## config.mk

```make
export PLATFORM = sky130hd
export DESIGN_NAME = out_stream_ctrl
export DESIGN_NICKNAME = d
export VERILOG_FILES = /design/src/rtl/cpu_io_pkg.sv /design/src/rtl/out_fifo.sv /design/src/rtl/out_stream_ctrl.sv
export SDC_FILE = /design/constraint.sdc
export NUM_CORES = 1
export LEC_CHECK = 0
export CAP_MARGIN = 25
export CORE_MARGIN = 5
export CORE_UTILIZATION = 50
export DETAILED_ROUTE_END_ITERATION = 16
export GPL_TIMING_DRIVEN = 0
export PLACE_DENSITY = 0.8
export SKIP_CTS_REPAIR_TIMING = 1
export SLEW_MARGIN = 0
export SYNTH_ARGS = -nofsm -noshare
export SYNTH_HDL_FRONTEND = slang
export SYNTH_SLANG_ARGS = --single-unit
```

## constraint.sdc

```tcl
create_clock -name clock -period 5 [get_ports clock]
set_clock_uncertainty 0.1 [all_clocks]
set_input_delay 0.75 -clock clock [delete_from_list [all_inputs] [get_ports clock]]
set_output_delay 0.75 -clock clock [all_outputs]
set_load 0.05 [all_outputs]
```

## src/rtl/cpu_io_pkg.sv

```systemverilog
// cpu_io_pkg: shared state encoding and default sizing for the CPU output stream path.
package cpu_io_pkg;
    typedef enum logic [1:0] {IDLE, CAPTURE, DRAIN} state_t;
    localparam int DEF_WIDTH = 24;
    localparam int DEF_DEPTH = 8;
endpackage

```

## src/rtl/out_fifo.sv

```systemverilog
// out_fifo: synchronous FIFO with occupancy count; head word is shown combinationally, zero when empty.
module out_fifo
    import cpu_io_pkg::*;
#(
    parameter int WIDTH = DEF_WIDTH,
    parameter int DEPTH = DEF_DEPTH,
    localparam int AW = $clog2(DEPTH),
    localparam int CW = AW + 1
) (
    input  logic             clock,
    input  logic             reset,
    input  logic             push,
    input  logic             pop,
    input  logic [WIDTH-1:0] wdata,
    output logic [WIDTH-1:0] rdata,
    output logic             full,
    output logic             empty,
    output logic [CW-1:0]    count
);
    logic [WIDTH-1:0] mem [DEPTH];
    logic [AW-1:0] wr_ptr, rd_ptr;

    always_ff @(posedge clock) begin
        if (push) mem[wr_ptr] <= wdata;
    end

    always_ff @(posedge clock or negedge reset) begin
        if (!reset) begin
            wr_ptr <= '0;
            rd_ptr <= '0;
            count  <= '0;
        end else begin
            if (push) wr_ptr <= wr_ptr + AW'(1);
            if (pop) rd_ptr <= rd_ptr + AW'(1);
            count <= count + CW'(push) - CW'(pop);
        end
    end

    assign full  = count == CW'(DEPTH);
    assign empty = count == '0;
    assign rdata = empty ? '0 : mem[rd_ptr];
endmodule

```

## src/rtl/out_stream_ctrl.sv

```systemverilog
// out_stream_ctrl: captures CPU output strobes into a FIFO and streams them to the host
// over a valid/ready handshake, with registered stall, sticky overflow and a word counter.
module out_stream_ctrl
    import cpu_io_pkg::*;
#(
    parameter int WIDTH = DEF_WIDTH,
    parameter int DEPTH = DEF_DEPTH
) (
    input  logic             clock,
    input  logic             reset,
    input  logic             startIO,
    input  logic             outFlag,
    input  logic [WIDTH-1:0] out,
    output logic             io_valid,
    output logic [WIDTH-1:0] io_data,
    input  logic             io_ready,
    output logic             cpu_stall,
    output logic             overflow,
    output logic [15:0]      word_count,
    output logic             busy
);
    localparam int CW = $clog2(DEPTH) + 1;

    state_t state, next_state;
    logic full, empty, pop, push, drop, strobe;
    logic [CW-1:0] count, next_count;

    out_fifo #(.WIDTH(WIDTH), .DEPTH(DEPTH)) u_fifo (
        .clock(clock),
        .reset(reset),
        .push (push),
        .pop  (pop),
        .wdata(out),
        .rdata(io_data),
        .full (full),
        .empty(empty),
        .count(count)
    );

    assign io_valid   = !empty;
    assign pop        = io_valid && io_ready;
    assign strobe     = state == CAPTURE && outFlag;
    // A full buffer still takes the word if the host frees a slot this cycle.
    assign push       = strobe && (!full || pop);
    assign drop       = strobe && full && !pop;
    assign next_count = count + CW'(push) - CW'(pop);
    assign busy       = state != IDLE;

    always_comb begin
        next_state = state;
        case (state)
            IDLE:    next_state = startIO ? CAPTURE : IDLE;
            CAPTURE: next_state = startIO ? CAPTURE : DRAIN;
            DRAIN:   next_state = startIO ? CAPTURE : (empty ? IDLE : DRAIN);
            default: next_state = IDLE;
        endcase
    end

    always_ff @(posedge clock or negedge reset) begin
        if (!reset) begin
            state      <= IDLE;
            cpu_stall  <= 1'b0;
            overflow   <= 1'b0;
            word_count <= '0;
        end else begin
            state      <= next_state;
            cpu_stall  <= next_count >= CW'(DEPTH - 1);
            overflow   <= overflow | drop;
            word_count <= word_count + 16'(push);
        end
    end
endmodule

```

**Word-level counts from Yosys, hierarchy flattened**

Memories as Yosys holds them, arrays and structs flattened.
Index checks and enable logic that the tools add are counted.

- Register bits: 30
- Bits in latches: 0
- RAM bits: 192
- Memory bits (read-only): 0
- Bits of input ports: 29
- Output and inout port bits: 44
- Logic and storage cells: 38
- Memories: 1

Memories:

| memory | words | width | read ports | clocked after Yosys merged registers in | write ports | RTL line | source |
|---|---|---|---|---|---|---|---|
| u_fifo.mem | 8 | 24 | 1 | 0 | 1 | out_fifo.sv:20 | `logic [WIDTH-1:0] mem [DEPTH];` |

- Add/sub/neg operators: 5
- $mul: 0
- Divide/modulo/power cells: 0
- Order comparisons: 1
- Eq/ne operators: 3
- Shift-type cells: 0
- Mux-type cells: 8
- Bitwise operators: 1
- Reduce and logical (&&, ||, !) cells: 12

Operators with widths:

| operator | number |
|---|---|
| $mux 24 | 1 |
| $add 16x1->16 | 1 |
| $add 3x1->3 const B | 2 |
| $mux 2 | 3 |
| $pmux 2 s3 | 1 |
| $logic_and 1x1->1 | 5 |
| $add 4x1->4 | 1 |
| $eq 4x4->1 const B | 1 |
| $ge 4x3->1 const B | 1 |
| $logic_not 4->1 | 1 |
| $sub 4x1->4 | 1 |
| $logic_not 1->1 | 3 |
| $mux 1 | 3 |
| $eq 2x1->1 const B | 1 |
| $eq 2x2->1 const B | 1 |
| $logic_not 2->1 | 1 |
| $reduce_bool 2->1 | 1 |
| $logic_or 1x1->1 | 1 |
| $or 1x1->1 | 1 |

**Logic depth before layout (Yosys ltp)**

Gate-level depths: netlist of the first run.

- Word-level depth: 8
- Depth in mapped cells: 12
- Depth with buffers taken out: 11

**Modules after synthesis**

Synthesis of the first run repeated with hierarchy kept, for this count alone.

- Cell total of the unflattened synthesis: 426
- Area, all modules: 8772.2 sq um

By module, submodules not included:

| module | instances | cells an instance | area an instance (sq um) |
|---|---|---|---|
| out_fifo | 1 | 336 | 7746.2 |
| out_stream_ctrl | 1 | 90 | 1026.0 |

**Worst setup path before layout of the first run**

Ideal clock, no wire load.

- Path type: input to register
- Start: input port outFlag
- End: memory u_fifo.mem[2][0] (netlist bit) (enable)
- Library setup time: 475 ps
- Arrival time: 3752 ps
- Data required time: 4425 ps
- Slack: 673 ps
- Cell stages on the path: 4
- Buffers on the path: 1
- Path through: nand3b_1 a21o_1 buf_2 nor4b_1

- Longest elaborated chain between the ends: 4

RTL lines:

| item | RTL line | source |
|---|---|---|
| start: declaration | out_stream_ctrl.sv:12 | `input logic outFlag,` |
| $logic_and 1x1->1 | out_stream_ctrl.sv:42 | `assign strobe = state == CAPTURE && outFlag;` |
| $logic_and 1x1->1 | out_stream_ctrl.sv:44 | `assign push = strobe && (!full \|\| pop);` |
| $mux 1 | out_fifo.sv:24 | `if (push) mem[wr_ptr] <= wdata;` |
| $mux 1 (implied by the code) | out_fifo.sv:24 |  |
| end: declaration | out_fifo.sv:20 |  |

Every way passes these cells.

**Final worst setup path of the first run**

- Start: register u_fifo.rd_ptr[1]
- End: output port io_data[15]

- Longest elaborated chain between the ends: 2

RTL lines:

| item | RTL line | source |
|---|---|---|
| start: declaration | out_fifo.sv:21 | `logic [AW-1:0] wr_ptr, rd_ptr;` |
| start signal: assignment | out_fifo.sv:34 | `if (pop) rd_ptr <= rd_ptr + AW'(1);` |
| $mem_v2 8x24 | n/a |  |
| $mux 24 | out_fifo.sv:41 | `assign rdata = empty ? '0 : mem[rd_ptr];` |
| end: declaration | out_stream_ctrl.sv:15 | `output logic [WIDTH-1:0] io_data,` |

Every way passes these cells.

==> results of run 1 <==
## path summary, 6_finish.rpt
| path | end | slack (ns) | cells past startpoint |
|---|---|---|---|
| max reg2reg | cpu_stall$_DFF_PN0_ | 2.11 | 12 |
| max | io_data[15] | 0.92 | 5 |
| min | word_count[15]$_DFF_PN0_ | 0.38 | 1 |
| min reg2reg | word_count[15]$_DFF_PN0_ | 0.38 | 1 |
| min in group asynchronous | u_fifo.rd_ptr[0]$_DFFE_PN0P_ | 0.60 | 1 |
| max in group asynchronous | word_count[13]$_DFF_PN0_ | 3.66 | 2 |
## logic make-up (layout without fill, tap and decap cells)
kind of cell	count (synthesis)	after routing	share of synthesized area (%)
buffers and inverters	30	172	2.04
AO/OA/AOI/OAI	33	33	3.18
AND/OR/NAND/NOR	47	47	3.12
flip-flops	222	222	75.2
multiplexers	52	52	13.0
adder cells (fa/ha/maj)	10	10	1.53
XOR/XNOR	20	20	2.02
## synthesized netlist by cell type, drive strengths merged (3+ instances only)
library cell / count / share of area [%]
edfxtp: 192 / 67
mux4: 48 / 12
dfrtp: 30 / 8.7
a22o: 24 / 2.5
buf: 15 / 1.4
xor2: 12 / 1.2
inv: 10 / 0.43
ha: 9 / 1.3
xnor2: 8 / 0.81
nand2: 7 / 0.30
nand3: 6 / 0.35
nor3: 6 / 0.35
nor4: 6 / 0.43
clkbuf: 5 / 0.22
nor2: 4 / 0.17
nor4b: 4 / 0.40
a21oi: 3 / 0.17
nand4: 3 / 0.22
## placed cells by master (no fill, tap or decap), types with 3 or more instances in the layout
master	count
nor4b_2	4
nand4_1	3
clkinv_1	4
clkdlybuf4s50_1	72
nor4_1	4
xor2_1	12
nand2_1	7
a22o_2	4
clkbuf_16	23
nand3_1	6
a22o_1	20
nor2_1	4
a21oi_1	3
inv_1	10
buf_4	21
xnor2_1	8
edfxtp_1	192
buf_6	12
nor3_1	4
dfrtp_1	30
buf_2	6
ha_1	9
mux4_2	48
clkbuf_1	12
## layer usage
layer  part of all wire (%)  vias up
li1                       -     1946
met1                     39     2293
met4                    2.2        0
met2                     52      145
met5                      0        -
met3                    6.0       32
## power by group
part | total, mW | switching [mW] | internal [mW]
sequential | 2.28 | 0.100 | 2.18
clock | 1.59 | 0.663 | 0.931
combinational | 2.56 | 1.51 | 1.05
total | 6.44 | 2.27 | 4.16
## cell type report
cell class              instances  area (um^2)
inverters                      10         37.5
clock buffers                  32          629
plain buffers                  20          139
fillers                      1205         6480
well taps                     225          282
repair buffers                100          985
clock inverters                10         78.8
multi-input cells             162         2020
flip-flops and latches        222         6520
## state kept, by name (all words and copies together) (netlist names)
name           flops
u_fifo.wr_ptr      3
state              2
u_fifo.rd_ptr      3
u_fifo.mem       192
overflow           1
u_fifo.count       4
cpu_stall          1
word_count        16
## per-stage QoR
| stage | utilization (%) | instance area [um^2] | total power, mW |
|---|---|---|---|
| 6_report | 62.2 | 10700 | 6.44 |
| 5_1_grt | 62.2 | 10700 | 6.73 |
| 3_5_place_dp | 58.0 | 9960 | 4.89 |
| 4_1_cts | 62.1 | 10700 | 6.50 |
| 3_3_place_gp | 56.3 | 9670 | 4.79 |
| 2_1_floorplan | - | 8670 | 4.09 |
==> summary.md, run 1 <==
| Metric | Value |
|---|---|
| IO buf count | ~70 |
| Clk sinks | ~220 |
| Worst setup margin | between 0.9 and 1 ns |
| Worst VDD drop | ~0.45 mV |
| WS Path Type | flop to output port |
| EDFF count, synth | roughly 190 |
| Vias per Instance | approximately 5.7 |
| CP top delay family | buffers and inverters |
| WL final | ~18000 um |
| Final nets | 578 |
| Slew @ Worst Pin | between 1 and 1.5 ns |
| Setup crit end kind | output port |
| Routability cong. | about 0.79 |
| Placed instance count | ~740 |
| Yosys cell types | 36 |
| Cell breakdown of the critical path | buf_2, clkbuf_1, mux4_2, a22o_1, clkdlybuf4s50_1 |
| Min Hold Slack | 0.376 ns |
| Routed vias | roughly 4400 |
| Vert. Die Dim | 142 um |
| Final antenna-violating net count | 0 |
| Vias in the first global route | around 4900 |
| Post-DR wirelength/cell | between 20 and 25 um |
| GR Layer Usage met2 | 31.3% |
| CTS Buf Count | 23 |
| H-tree levels | 1 |
| Final setup violation count | 0 |
| RSZ-0062 raised after global routing | no |
| Setup TNS Final | 0 ns |
| Sequential element share of the synthesized area | roughly three quarters |
| Worst-path fanout max | 10 |
| Slew Limit Fails | 0 |
| R2R Path Start | u_fifo.count[2]$_DFF_PN0_ |
| Grt total ovfl | 0 |
| First-pass GRT wire length | 27900 um |
| Grt met3 use | just under 4% |
| GRT Max-Usage Layer | met2 |
| Rows | 48 |
| Fin crit share | 81.7% |
| Ant. Diodes | 0 |
| CP peak stage delay | ~0.72 ns |
| Post-DP HPWL | 12000 um |
| Syn Area/Cell | about 21 um^2 |
| Drt pass-1 iters | 4 |
| Post-route insts no fill | around 800 |
| HP Class | flop to flop |
| Req. time, crit path | roughly 4.2 ns |
| Worst skew pair latency | 0.50 ns |
| Initial antenna violation count | 0 |
| Max Clk Rate | between 200 and 250 MHz |
| Cell area power density | 602 nW/um^2 |
| Worst Path Arrival | between 3 and 4 ns |
| Layout cells sized above 1 | 24.8% |
| Largest net degree at the start of global routing | 18 |
| Hold Startpoint | word_count[15]$_DFF_PN0_ |
| Synth Instances | 414 |
| TritonCTS clock tree | built |
| Ys Warns | 0 |
| Leakage | between 3 and 4 nW |
| Min cycle time layout | about 4 ns |
| Initial Util | around 50% |
| Status | finished clean |
| Area delta synth->final | 23.3% |
| Final Hold Fails | 0 |
| CP Buf/Inv Count | 3 |
| Ports | 73 |
| Post-synth ARST share | about 14% |
| Crit. Startpoint | u_fifo.rd_ptr[1]$_DFFE_PN0P_ |
| Crit start category | flop |
| Met1 Usage GRT | around a quarter |
| Gr usage total | 18.1% |
| Root Buffer | clkbuf_16 |
| Main synth FF type | edfxtp_1 |
| DIE AREA | ~20000 um^2 |
| Worst path slowest cell | clkdlybuf4s50_1 |
| Initial DRC count | 400 |
| Clock slew at reported path FFs | 0.06 ns |
| Synthesized area | just under 9000 um^2 |
| Syn nets | 453 |
| Synth Register Bits | 222 |
| DRC violations left | 0 |
| Die Width | 142 um |
| Core box area | 17200 um^2 |
| Pre-CTS WS | about 1.4 ns |
| Max-cap viol count | 0 |
| Max Buffers Root-to-Sink | 3 |
| Slew HR | 32.4% |
No activity file was read; power rests on OpenSTA's default activity.
==> run 2, diff against run 1 <==
Settings changed: PLACE_DENSITY 0.8 to 0.83.
Clock period 5 ns to 3.6 ns, I/O delays scaled along.
==> run 2 against run 1 <==
  * Routed wire length is 0.67% lower
  * Sequential cell count stayed put
  * Final cell count is 0.64% lower
  * Highest routed layer unchanged
==> summary.md, run 2 (synthesized netlist as in run 1, its figures left out) <==
| Metric | Value |
|---|---|
| Slew HR | about 43% |
| Ports | 73 |
| Grt total ovfl | 0 |
| Biggest register | u_fifo.mem |
| Fin crit share | 96.9% |
| Worst Path Arrival | 2.85 ns |
| Cell area power density | 826 nW/um^2 |
| Max Clk Rate | roughly 290 MHz |
| Slew @ Worst Pin | roughly 0.85 ns |
| Largest net degree at the start of global routing | 22 |
| Ant. Diodes | 0 |
| Post-route cell area | between 10000 and 15000 um^2 |
| Routed vias | ~4500 |
| Final setup violation count | 0 |
| Clk sinks | ~220 |
| Initial Util | approximately half |
| Final antenna-violating net count | 0 |
| Max reg flops | 192 |
| Rows | 48 |
| HP Class | input port to async pin |
| Slew Limit Fails | 0 |
| Min cycle time layout | about 3.5 ns |
| Root Buffer | clkbuf_16 |
| Routability cong. | 0.822 |
| Area delta synth->final | 23.3% |
| H-tree levels | 1 |
| Most frequent cells in the layout | edfxtp_1, clkdlybuf4s50_1, mux4_2, dfrtp_1, clkbuf_16 |
| Gr usage total | around 18% |
| Core box area | 17200 um^2 |
| Placed inst area | just under 10000 um^2 |
| First-pass GRT wire length | about 27000 um |
| Max-cap viol count | 0 |
| Req. time, crit path | approximately 3 ns |
| Initial DRC count | 428 |
| DIE AREA | 20100 um^2 |
| Vias per Instance | 5.74 |
| Worst VDD drop | roughly 0.57 mV |
| DRC violations left | 0 |
| Vias in the first global route | slightly below 5000 |
| Commonest non-fill, non-tap cell in the layout | edfxtp_1 |
| Worst skew pair latency | roughly 0.5 ns |
| Drt pass-1 iters | 5 |
| Min Hold Slack | between 0.3 and 0.4 ns |
| Layout cells sized above 1 | 24.9% |
| Final nets | 575 |
| WL final | approximately 18000 um |
| Tot Pwr | between 8 and 9 mW |
| Top flop regs | u_fifo.mem (192), word_count (16), u_fifo.count (4) |
| Vert. Die Dim | 142 um |
| Clock slew at reported path FFs | ~0.060 ns |
| Setup crit end kind | output port |
| Initial antenna violation count | 0 |
| TritonCTS clock tree | built |
| Crit start category | flop |
| Status | finished clean |
| Max Buffers Root-to-Sink | 3 |
| WS Path Type | flop to output port |
| Post-DP HPWL | between 10000 and 15000 um |
| RSZ-0062 raised after global routing | no |
| IO buf count | 72 |
| Leakage | between 3 and 4 nW |
| CTS Buf Count | 23 |
| Die Width | roughly 140 um |
| Post-DR wirelength/cell | 22.7 um |
| Worst-path fanout max | 10 |
| Final Hold Fails | 0 |
run 2: cell count changes in the layout (fill, tap and decap cells not counted), sizes merged:
cell	before	now
clkbuf	37	34
dlymetal6s2s	0	21
clkinv	6	10
clkinvlp	2	1
clkdlybuf4s50	72	51
buf	43	38
run 2: layer usage:
layer	part of all wire [%]	global-route usage, %	vias to the layer above
met1	39	22.6	2316
met5	0	0	-
met2	53	31.4	172
li1	-	-	1936
met3	6.6	3.81	33
met4	1.9	3.79	0
run 2: where the power goes:
part	total, mW	switching [mW]	internal, mW	leakage, nW
clock	2.15	0.914	1.24	0.334
combinational	3.51	2.07	1.44	1.49
sequential	3.17	0.141	3.03	2.10
run 2: per-stage QoR:
| step | worst slack, ns | TNS, ns | utilization (%) | instances |
|---|---|---|---|---|
| 2_1_floorplan | -0.581 | -68.49 | - | 414 |
| 3_3_place_gp | -3.23 | -498.38 | 56.3 | 711 |
| 3_5_place_dp | 0.237 | 0 | 57.9 | 736 |
| 4_1_cts | -0.314 | -3.25 | 61.9 | 776 |
| 5_1_grt | 0.0149 | 0 | 62.2 | 776 |
| 6_report | 0.113 | 0 | 62.2 | 776 |
run 2: critical path, cell delays in order, from the launching register on:
cell	delay (ns)
dfrtp_1	0.36
clkbuf_1	0.20
clkbuf_4	0.33
mux4_2	0.55
a22o_2	0.22
clkdlybuf4s50_1	0.70
run 2: cell type report:
type	count	area [um^2]
Sequential cell	222	6520
Fill cell	1175	6490
Multi-Input combinational cell	162	2020
Timing Repair Buffer	97	1000
Clock buffer	27	591
Tap cell	225	282
Buffer	20	146
Clock inverter	13	90.1
Inverter	10	37.5
run 2: worst paths after layout:
kind                       slack (ns)  depth (start not counted)                        end                    startpoint
setup / recovery                 0.11                          5                 io_data[0]  u_fifo.rd_ptr[0]$_DFFE_PN0P_
hold / removal                   0.32                          1         state[0]$_DFF_PN0_                         reset
setup reg to reg                 0.77                         12        cpu_stall$_DFF_PN0_     u_fifo.count[2]$_DFF_PN0_
hold reg to reg                  0.38                          1         overflow$_DFF_PN0_            overflow$_DFF_PN0_
max in group asynchronous        2.57                          2  u_fifo.count[1]$_DFF_PN0_                         reset
min in group clock               0.38                          1         overflow$_DFF_PN0_            overflow$_DFF_PN0_
==> run 3, diff against run 2 <==
Settings changed: CORE_MARGIN 5 to 2.
==> run 3 against run 2 <==
  * Routed wire length rose by 1.6%
  * Sequential cell count did not move
  * Register-to-register slack about the same
  * Die area is 8.3% lower
  * Sequential power about the same
  * Cell area increased by 1.3%
  * Critical path depth rose by 4
  * Clock-buffer cell count rose by 1
  * Non-clock buffer count up 5
  * Fmax grew 6.0%
  * Critical endpoint is now io_data[16]
  * Largest cell class unchanged
==> summary.md, run 3 (synthesized netlist as in run 1, its figures left out) <==
| Metric | Value |
|---|---|
| Status | finished clean |
| # fillers | ~1100 |
| DIE AREA | ~18000 um^2 |
| IO buf count | 72 |
| Crit start category | flop |
| Root Buffer | clkbuf_16 |
| Area delta synth->final | 25.0% |
| Clk sinks | roughly 220 |
| Max-cap viol count | 0 |
| Pre-CTS WS | slightly above 0.3 ns |
| RSZ-0062 raised after global routing | no |
| Setup crit end kind | output port |
| Most frequent cells in the layout | edfxtp_1, mux4_2, clkdlybuf4s50_1, dfrtp_1, buf_4 |
| CTS Buf Count | 22 |
| Drt pass-1 iters | 5 |
| Leakage | roughly 4.0 nW |
| Clock slew at reported path FFs | 0.06 ns |
| Initial DRC count | about 260 |
| Initial antenna violation count | 1 |
| Vert. Die Dim | 136 um |
| Final antenna-violating net count | 0 |
| Worst-path fanout max | 10 |
| Post-DP HPWL | roughly 12000 um |
| Routed vias | around 4500 |
| Post-DR wirelength/cell | about 23 um |
| Layout cells sized above 1 | approximately 26% |
| Req. time, crit path | 2.96 ns |
| Worst setup margin | between 0.3 and 0.4 ns |
| Vias in the first global route | about 4800 |
| Max Clk Rate | a little over 300 MHz |
| Slew Limit Fails | 0 |
| Biggest register | u_fifo.mem |
| DRC violations left | 0 |
| Core box area | between 15000 and 20000 um^2 |
| Placed instance count | 738 |
| Area of the multi-input gates | roughly 2000 um^2 |
| Slew @ Worst Pin | 0.982 ns |
| Slew HR | between 30% and 40% |
| HP Class | flop to flop |
| Rows | 48 |
| Vias per Instance | roughly 5.8 |
| Commonest non-fill, non-tap cell in the layout | edfxtp_1 |
| Grt total ovfl | 0 |
| Max Buffers Root-to-Sink | 3 |
| Routability cong. | between 0.7 and 0.8 |
| Largest net degree at the start of global routing | 18 |
| Ports | 73 |
| Gr usage total | around a fifth |
| Placed inst area | 9960 um^2 |
| WS Path Type | flop to output port |
| Final nets | around 580 |
| Max reg flops | approximately 190 |
| Final setup violation count | 0 |
| Final Hold Fails | 0 |
| Post-route cell area | 10800 um^2 |
| Min Hold Slack | approximately 0.37 ns |
| Initial Util | between 50% and 60% |
| Top flop regs | u_fifo.mem (192), word_count (16), u_fifo.count (4) |
| Cell area power density | between 800 and 900 nW/um^2 |
| Min cycle time layout | 3.29 ns |
| Util after Layout | roughly 63% |
| Worst skew pair latency | ~0.50 ns |
| Fin crit share | around 91% |
| TritonCTS clock tree | built |
| Worst VDD drop | between 0.5 and 0.6 mV |
| Ant. Diodes | 0 |
| Die Width | ~140 um |
| First-pass GRT wire length | around 27000 um |
| Worst Path Arrival | ~2.7 ns |
| H-tree levels | 1 |
| Post-route insts no fill | just under 800 |
| WL final | 17900 um |
| Total area of sequential cells | roughly 6500 um^2 |
run 3: path summary, 6_finish.rpt:
| kind | endpoint | slack (ns) | start | cells after the start |
|---|---|---|---|---|
| max | io_data[16] | 0.31 | u_fifo.count[2]$_DFF_PN0_ | 9 |
| min | word_count[15]$_DFF_PN0_ | 0.37 | word_count[15]$_DFF_PN0_ | 1 |
| max reg2reg | cpu_stall$_DFF_PN0_ | 0.77 | u_fifo.count[2]$_DFF_PN0_ | 12 |
| min reg2reg | word_count[15]$_DFF_PN0_ | 0.37 | word_count[15]$_DFF_PN0_ | 1 |
| max in group asynchronous | word_count[7]$_DFF_PN0_ | 2.46 | reset | 2 |
| min in group asynchronous | state[0]$_DFF_PN0_ | 0.39 | reset | 1 |
run 3: metal layers:
metal	track usage, %	share of wire (%)	up-vias
met5	0	0	-
met4	5.27	2.6	0
met3	3.85	6.2	36
met2	36.2	52	191
met1	25.1	39	2319
li1	-	-	1945
run 3: area by class of cell:
type	instances	area share, %
clock inverters	11	1.41
flip-flops and latches	222	60.2
inverters	10	0.347
plain buffers	20	1.32
multi-input cells	162	18.7
well taps	225	2.60
clock buffers	28	5.78
repair buffers	102	9.71
run 3: per-stage QoR:
step | power (mW) | setup TNS (ns)
global route | 9.46 | 0
detailed placement | 6.79 | 0
finish | 9.13 | 0
floorplan | 5.69 | -68.49
global placement | 6.63 | -526.41
CTS | 9.23 | -2.51
run 3: report_power, final:
| group | leakage, nW | switching [mW] | total [mW] | internal, mW |
|---|---|---|---|---|
| Sequential | 2.10 | 0.139 | 3.17 | 3.03 |
| Combinational | 1.55 | 2.09 | 3.54 | 1.45 |
| Clock | 0.386 | 0.906 | 2.42 | 1.51 |
| Total | 4.03 | 3.14 | 9.13 | 5.99 |
run 3: worst max-delay path, cell delays in order (launching register included):
cell,delay [ns]
dfrtp_1,0.36
inv_1,0.10
ha_1,0.18
or3b_1,0.36
buf_6,0.15
nor2b_1,0.12
buf_2,0.18
buf_6,0.17
a22o_1,0.22
dlymetal6s2s_1,0.31
